**config.mk**
```make
export PLATFORM = sky130hd
export DESIGN_NAME = spatial_array_accum_ctrl
export DESIGN_NICKNAME = d
export VERILOG_FILES = /design/src/rtl/spatial_array_accum_ctrl.sv
export SDC_FILE = /design/constraint.sdc
export NUM_CORES = 1
export LEC_CHECK = 0
export ABC_AREA = 1
export CORE_UTILIZATION = 54
export DETAILED_ROUTE_END_ITERATION = 6
export GPL_ROUTABILITY_DRIVEN = 0
export PLACE_DENSITY = 0.8
export SLEW_MARGIN = 5
export SYNTH_ARGS = -nofsm -noshare
export SYNTH_HDL_FRONTEND = slang
export SYNTH_SLANG_ARGS = --single-unit
```
**constraint.sdc**
```tcl
create_clock -name clk -period 2.1 [get_ports clk]
set_clock_uncertainty 0.1 [all_clocks]
set_input_delay 0.21 -clock clk [delete_from_list [all_inputs] [get_ports clk]]
set_output_delay 0.21 -clock clk [all_outputs]
set_load 0.01 [all_outputs]
```
**src/rtl/spatial_array_accum_ctrl.sv**
```systemverilog
// Per-column accumulate sequencer: clear, gate enables until count, drain, report done (ACCUM_CTRL_TIMEOUT_EN adds a watchdog).
// Latency: CLEAR one cycle after accept, done DRAIN_CYCLES+1 cycles after the last required beat.
// Backpressure: cmd_ready only in IDLE; done_valid/done_col_mask hold until done_ready.
module spatial_array_accum_ctrl #(
  parameter int NUM_COLS       = 8,
  parameter int COUNT_WIDTH    = 8,
  parameter int DRAIN_CYCLES   = 1,
  parameter int TIMEOUT_CYCLES = 1024
) (
  input  logic                   clk,
  input  logic                   rst,
  input  logic                   cmd_valid,
  output logic                   cmd_ready,
  input  logic [COUNT_WIDTH-1:0] cmd_count,
  input  logic [NUM_COLS-1:0]    cmd_col_mask,
  input  logic                   col_data_valid     [0:NUM_COLS-1],
  output logic                   rst_accumulator    [0:NUM_COLS-1],
  output logic                   enable_accumulator [0:NUM_COLS-1],
  output logic                   busy,
  output logic                   done_valid,
  input  logic                   done_ready,
  output logic [NUM_COLS-1:0]    done_col_mask,
  output logic                   overflow,
  output logic                   timeout_err
);

  typedef enum logic [2:0] {S_IDLE, S_CLEAR, S_ACCUM, S_DRAIN, S_DONE} state_t;

  localparam int DW = (DRAIN_CYCLES > 1) ? $clog2(DRAIN_CYCLES) : 1;

  state_t                  state_q, state_d;
  logic [COUNT_WIDTH-1:0]  count_q;
  logic [NUM_COLS-1:0]     mask_q, done_mask_q;
  logic [COUNT_WIDTH-1:0]  cnt_q [NUM_COLS];
  logic                    overflow_q;
  logic [DW-1:0]           drain_q;

  logic [NUM_COLS-1:0]     vld_vec, en_vec, clr_vec, drop_vec, reach_now, reach_next;
  logic                    accept, drain_last, wd_fire;

  // Per-column gating; reach_next folds in this cycle's beat so DRAIN starts right after the last one.
  always_comb begin
    vld_vec    = '0;
    en_vec     = '0;
    clr_vec    = '0;
    drop_vec   = '0;
    reach_now  = '0;
    reach_next = '0;
    for (int c = 0; c < NUM_COLS; c++) begin
      vld_vec[c]    = col_data_valid[c];
      reach_now[c]  = (cnt_q[c] == count_q);
      en_vec[c]     = !rst && (state_q == S_ACCUM) && vld_vec[c] && mask_q[c] && !reach_now[c];
      reach_next[c] = !mask_q[c] || reach_now[c] ||
                      (en_vec[c] && ((cnt_q[c] + COUNT_WIDTH'(1)) == count_q));
      drop_vec[c]   = vld_vec[c] && mask_q[c] &&
                      ((state_q == S_CLEAR) || ((state_q == S_ACCUM) && reach_now[c]));
      clr_vec[c]    = (state_q == S_CLEAR) && mask_q[c];
    end
  end

  assign drain_last = (drain_q == DW'(DRAIN_CYCLES - 1));

`ifdef ACCUM_CTRL_TIMEOUT_EN
  localparam int TW = $clog2(TIMEOUT_CYCLES + 1);

  logic [TW-1:0] wd_q;
  logic          timeout_q;

  assign wd_fire = (state_q == S_ACCUM) && !(&reach_next) && (en_vec == '0) &&
                   (wd_q == TW'(TIMEOUT_CYCLES - 1));

  always_ff @(posedge clk) begin
    if (rst) begin
      wd_q      <= '0;
      timeout_q <= 1'b0;
    end else begin
      wd_q <= ((state_q == S_ACCUM) && (en_vec == '0)) ? wd_q + TW'(1) : '0;
      if (accept)
        timeout_q <= 1'b0;
      else if (wd_fire)
        timeout_q <= 1'b1;
    end
  end

  assign timeout_err = timeout_q && !rst;
`else
  assign wd_fire     = 1'b0;
  // TIMEOUT_CYCLES only matters with the watchdog; this is constant 0 for any legal value.
  assign timeout_err = (TIMEOUT_CYCLES < 0);
`endif

  always_ff @(posedge clk) begin
    if (rst)
      state_q <= S_IDLE;
    else
      state_q <= state_d;
  end

  always_comb begin
    state_d    = state_q;
    cmd_ready  = 1'b0;
    busy       = 1'b0;
    done_valid = 1'b0;
    accept     = 1'b0;
    case (state_q)
      S_IDLE: begin
        cmd_ready = !rst;
        if (cmd_valid && !rst) begin
          accept  = 1'b1;
          state_d = S_CLEAR;
        end
      end
      S_CLEAR: begin
        busy    = !rst;
        state_d = S_ACCUM;
      end
      S_ACCUM: begin
        busy = !rst;
        if (&reach_next)
          state_d = S_DRAIN;
        else if (wd_fire)
          state_d = S_DONE;
      end
      S_DRAIN: begin
        busy = !rst;
        if (drain_last)
          state_d = S_DONE;
      end
      S_DONE: begin
        busy       = !rst;
        done_valid = !rst;
        if (done_ready)
          state_d = S_IDLE;
      end
      default: state_d = S_IDLE;
    endcase
  end

  always_ff @(posedge clk) begin
    if (rst) begin
      count_q     <= '0;
      mask_q      <= '0;
      done_mask_q <= '0;
      overflow_q  <= 1'b0;
      drain_q     <= '0;
      for (int c = 0; c < NUM_COLS; c++)
        cnt_q[c] <= '0;
    end else begin
      drain_q <= (state_q == S_DRAIN) ? drain_q + DW'(1) : '0;
      if (accept) begin
        count_q     <= cmd_count;
        mask_q      <= cmd_col_mask;
        done_mask_q <= cmd_col_mask;
        overflow_q  <= 1'b0;
        for (int c = 0; c < NUM_COLS; c++)
          cnt_q[c] <= '0;
      end else begin
        for (int c = 0; c < NUM_COLS; c++)
          if (en_vec[c])
            cnt_q[c] <= cnt_q[c] + COUNT_WIDTH'(1);
        if (|drop_vec)
          overflow_q <= 1'b1;
        // A watchdog stop reports only the columns that actually completed.
        if (wd_fire)
          done_mask_q <= mask_q & reach_now;
      end
    end
  end

  always_comb begin
    for (int c = 0; c < NUM_COLS; c++) begin
      rst_accumulator[c]    = rst || clr_vec[c];
      enable_accumulator[c] = en_vec[c];
    end
  end

  assign done_col_mask = done_valid ? done_mask_q : '0;
  assign overflow      = overflow_q && !rst;

endmodule

```
==> flow_summary.toml <==
[outcome]
status = "finished, violations left"
violations = "setup timing"

[routing]
first_pass_iters = 5
vias_per_cell = 5.27
drc_errors = 0
drtIter0Drc = 633
via_count = 7301
ant_nets = 0
wl_per_cell_um = 15.1
wl_um = 20900

[synthesis]
synth.mux.area_fraction_pct = 0
syn-mean-instance-area_um2 = 6.18
ys_seq_area_share_pct = 33.9
yosysWarningCount = 0
synthAdderAreaFrac_pct = 1.50
synth_compound_area_share_pct = 6.06
synth_xor_area_share_pct = 5.64
synthSimpleGateAreaFrac_pct = 42.5
ys.flop_type = "edfxtp_1"
synth_top_family_by_area = "simple AND/OR/NAND/NOR gates"
synthDistinctLibCells = 38
synth_edf_count = 56
ys_async_sr_fraction_pct = 0
ys_ff_latch = 85
synth_area_mm2 = 0.00667
syn_inst = 1080
synth.net_count = 1116

[setup_path]
path_max_fanout = 7
critPathLaunchType = "flip-flop"
cp.arrival_ns = 2.34
r2r_slack_ns = -0.05
worstSetupPathType = "reg -> reg"
cp-end-kind = "flip-flop"
required_ns = 2.29
timing.rr.end = "state_q[0]"
r2r-start = "count_q[0]"
reg2reg_depth = 18

[global_route]
grt_pass1_vias = 6598
grt_pass1_wl_um = 32200
antenna_found_initial = 0
grt_overflow_total = 0
grt_max_degree = 23
grt_usage_pct = 32.6

[floorplanning]
die_h_um = 113
num_io_pins = 57
die_area_mm2 = 0.0128
core-area_mm2 = 0.0120
placementRows = 40
dieWidth_um = 113
start_util_pct = 55.6

[final_layout]
layout_commonest_cell = "nand2_1"
fin_cells = 1386
syn_to_final_growth_pct = 30.2
mostFrequentLayoutCells = "nand2_1, nor2_1, inv_1"
nets = 1269
fillers = 943
drive_gt1_share_pct = 17.9

[clock_network]
cts.htree.levels = 3
cts.sinks = 85
cts_tree = "yes"
clock-root-buffer = "clkbuf_16"
path_clk_slew_ns = 0.06
numCtsBuffers = 9
clk_latency_ns = 0.35
clockBufferDepth = 2
postCtsHoldBufs = 0

[placed_design]
place_ws_ns = -0.591
portBuffers = 55
hpwl_um = 14600
dpl.cell_count = 1331

[job]
cap_violations = 0

[hold_path]
hold_path.class = "in -> reg"
min_to = "count_q[3]"
hold_start = "cmd_count[3]"
whs_path_depth = 3

[timing]
setup_ws_ns = -0.0540
layout_min_cycle_time_ns = 2.15
rsz0062_at_grt = "yes"
finalSetupViolations = 2
min_period_over_period_pct = 103
finalSetupTns_ns = -0.0936
fmax_mhz = 464
timing.hold.ws_ns = 0.312
hold_viol = 0
slew_violations = 0

[power_and_ir_drop]
vdd_ir_drop_max_mv = 0.521
p_leak_uw = 0.00423
p_per_area_mw_per_mm2 = 822
-- kinds of logic (layout without fill, tap and decap cells) --
family,Yosys count,count (layout)
simple gates,704,704
fa+ha+maj,8,8
xor+xnor,43,43
buf+inv,164,322
flops,85,85
other cells,1,2
compound gates,75,75
-- metrics by stage --
step,utilization [%],instance area (um^2),power (uW)
floorplan,-,6670,4050
global placement,65.6,7880,5090
detailed placement,65.6,7880,5140
CTS,70.5,8460,6860
global route,72.3,8690,7540
finish,72.3,8690,7150
-- registers in the layout, indices dropped and copies added (netlist names) --
signal	count
cnt_q	64
count_q	8
done_mask_q	8
drain_q	1
overflow_q	1
state_q	3
-- power breakdown --
group / total, uW / leakage [uW] / switching [uW] / internal (uW)
logic: 3340 / 0.00326 / 1980 / 1360
clock network: 1510 / 0.000134 / 640 / 869
registers: 2300 / 0.000834 / 248 / 2050
-- per-layer routing --
layer / GRT usage [%] / wire [um] / up-vias
met5: 0 / 0 / -
met4: 17.2 / 938 / 0
met3: 5.57 / 1610 / 69
met2: 53.5 / 9790 / 312
met1: 41.3 / 8560 / 3250
li1: - / - / 3670
-- synthesized netlist by cell type, types with 5 or more instances --
master    count  area [um^2]
nand2_1     448         1680
edfxtp_1     56         1680
xor2_1       27          236
nand4_1       9         56.3
dfxtp_1      29          581
ha_1          8          100
or2_2         5         31.3
xnor2_1      16          140
a21oi_1      25          125
clkbuf_1      7         26.3
nand3_1      68          340
nor2_2        5         31.3
buf_4        11         82.6
nor2_1      154          578
inv_1       128          480
inv_2        10         37.5
o21ai_0      44          220
-- critical path, stage by stage (launching register included) --
cell and delay [ns]:
dfxtp_2 0.34, buf_8 0.15, buf_4 0.13, nand2_1 0.07, nand2_1 0.07, nand2_1 0.08
nor2_2 0.06, nand2_2 0.08, nand2_2 0.08, buf_4 0.15, nor2_1 0.08, nand2_1 0.07
nand2_1 0.08, nand2_1 0.07, nor2_2 0.16, nand2_1 0.07, nand2_1 0.05, nand2_1 0.06
a21oi_2 0.14
-- cell type report --
cell class	instances	area [um^2]	area share (%)
clock inverter	1	6.26	0.0720
tap	147	184	2.12
antenna	1	2.50	0.0288
inverter	139	547	6.29
clock buffer	15	268	3.08
timing repair buffer	167	1490	17.1
sequential	85	2290	26.4
multi-input combinational	831	3910	45.0
-- how the worst max path moves through the flow --
stage,end,slack [ns],start
6_report,state_q[0],-0.05,count_q[0]
3_3_place_gp,cnt_q[0][14],-0.56,rst
2_1_floorplan,cnt_q[1][16],0.18,count_q[4]
3_5_place_dp,cnt_q[0][14],-0.59,rst
4_1_cts,enable_accumulator[7],-0.02,count_q[4]
5_1_grt,state_q[0],-0.20,cnt_q[1][9]
-- timing repair --
item                                    in CTS  in global routing
setup buffers                               23                 15
hold endpoints to repair                     0                  0
endpoints found under the setup margin     100                 64
pin swaps                                   12                 26
resized for setup                           83                 56
No activity file was read; power rests on OpenSTA's default activity.
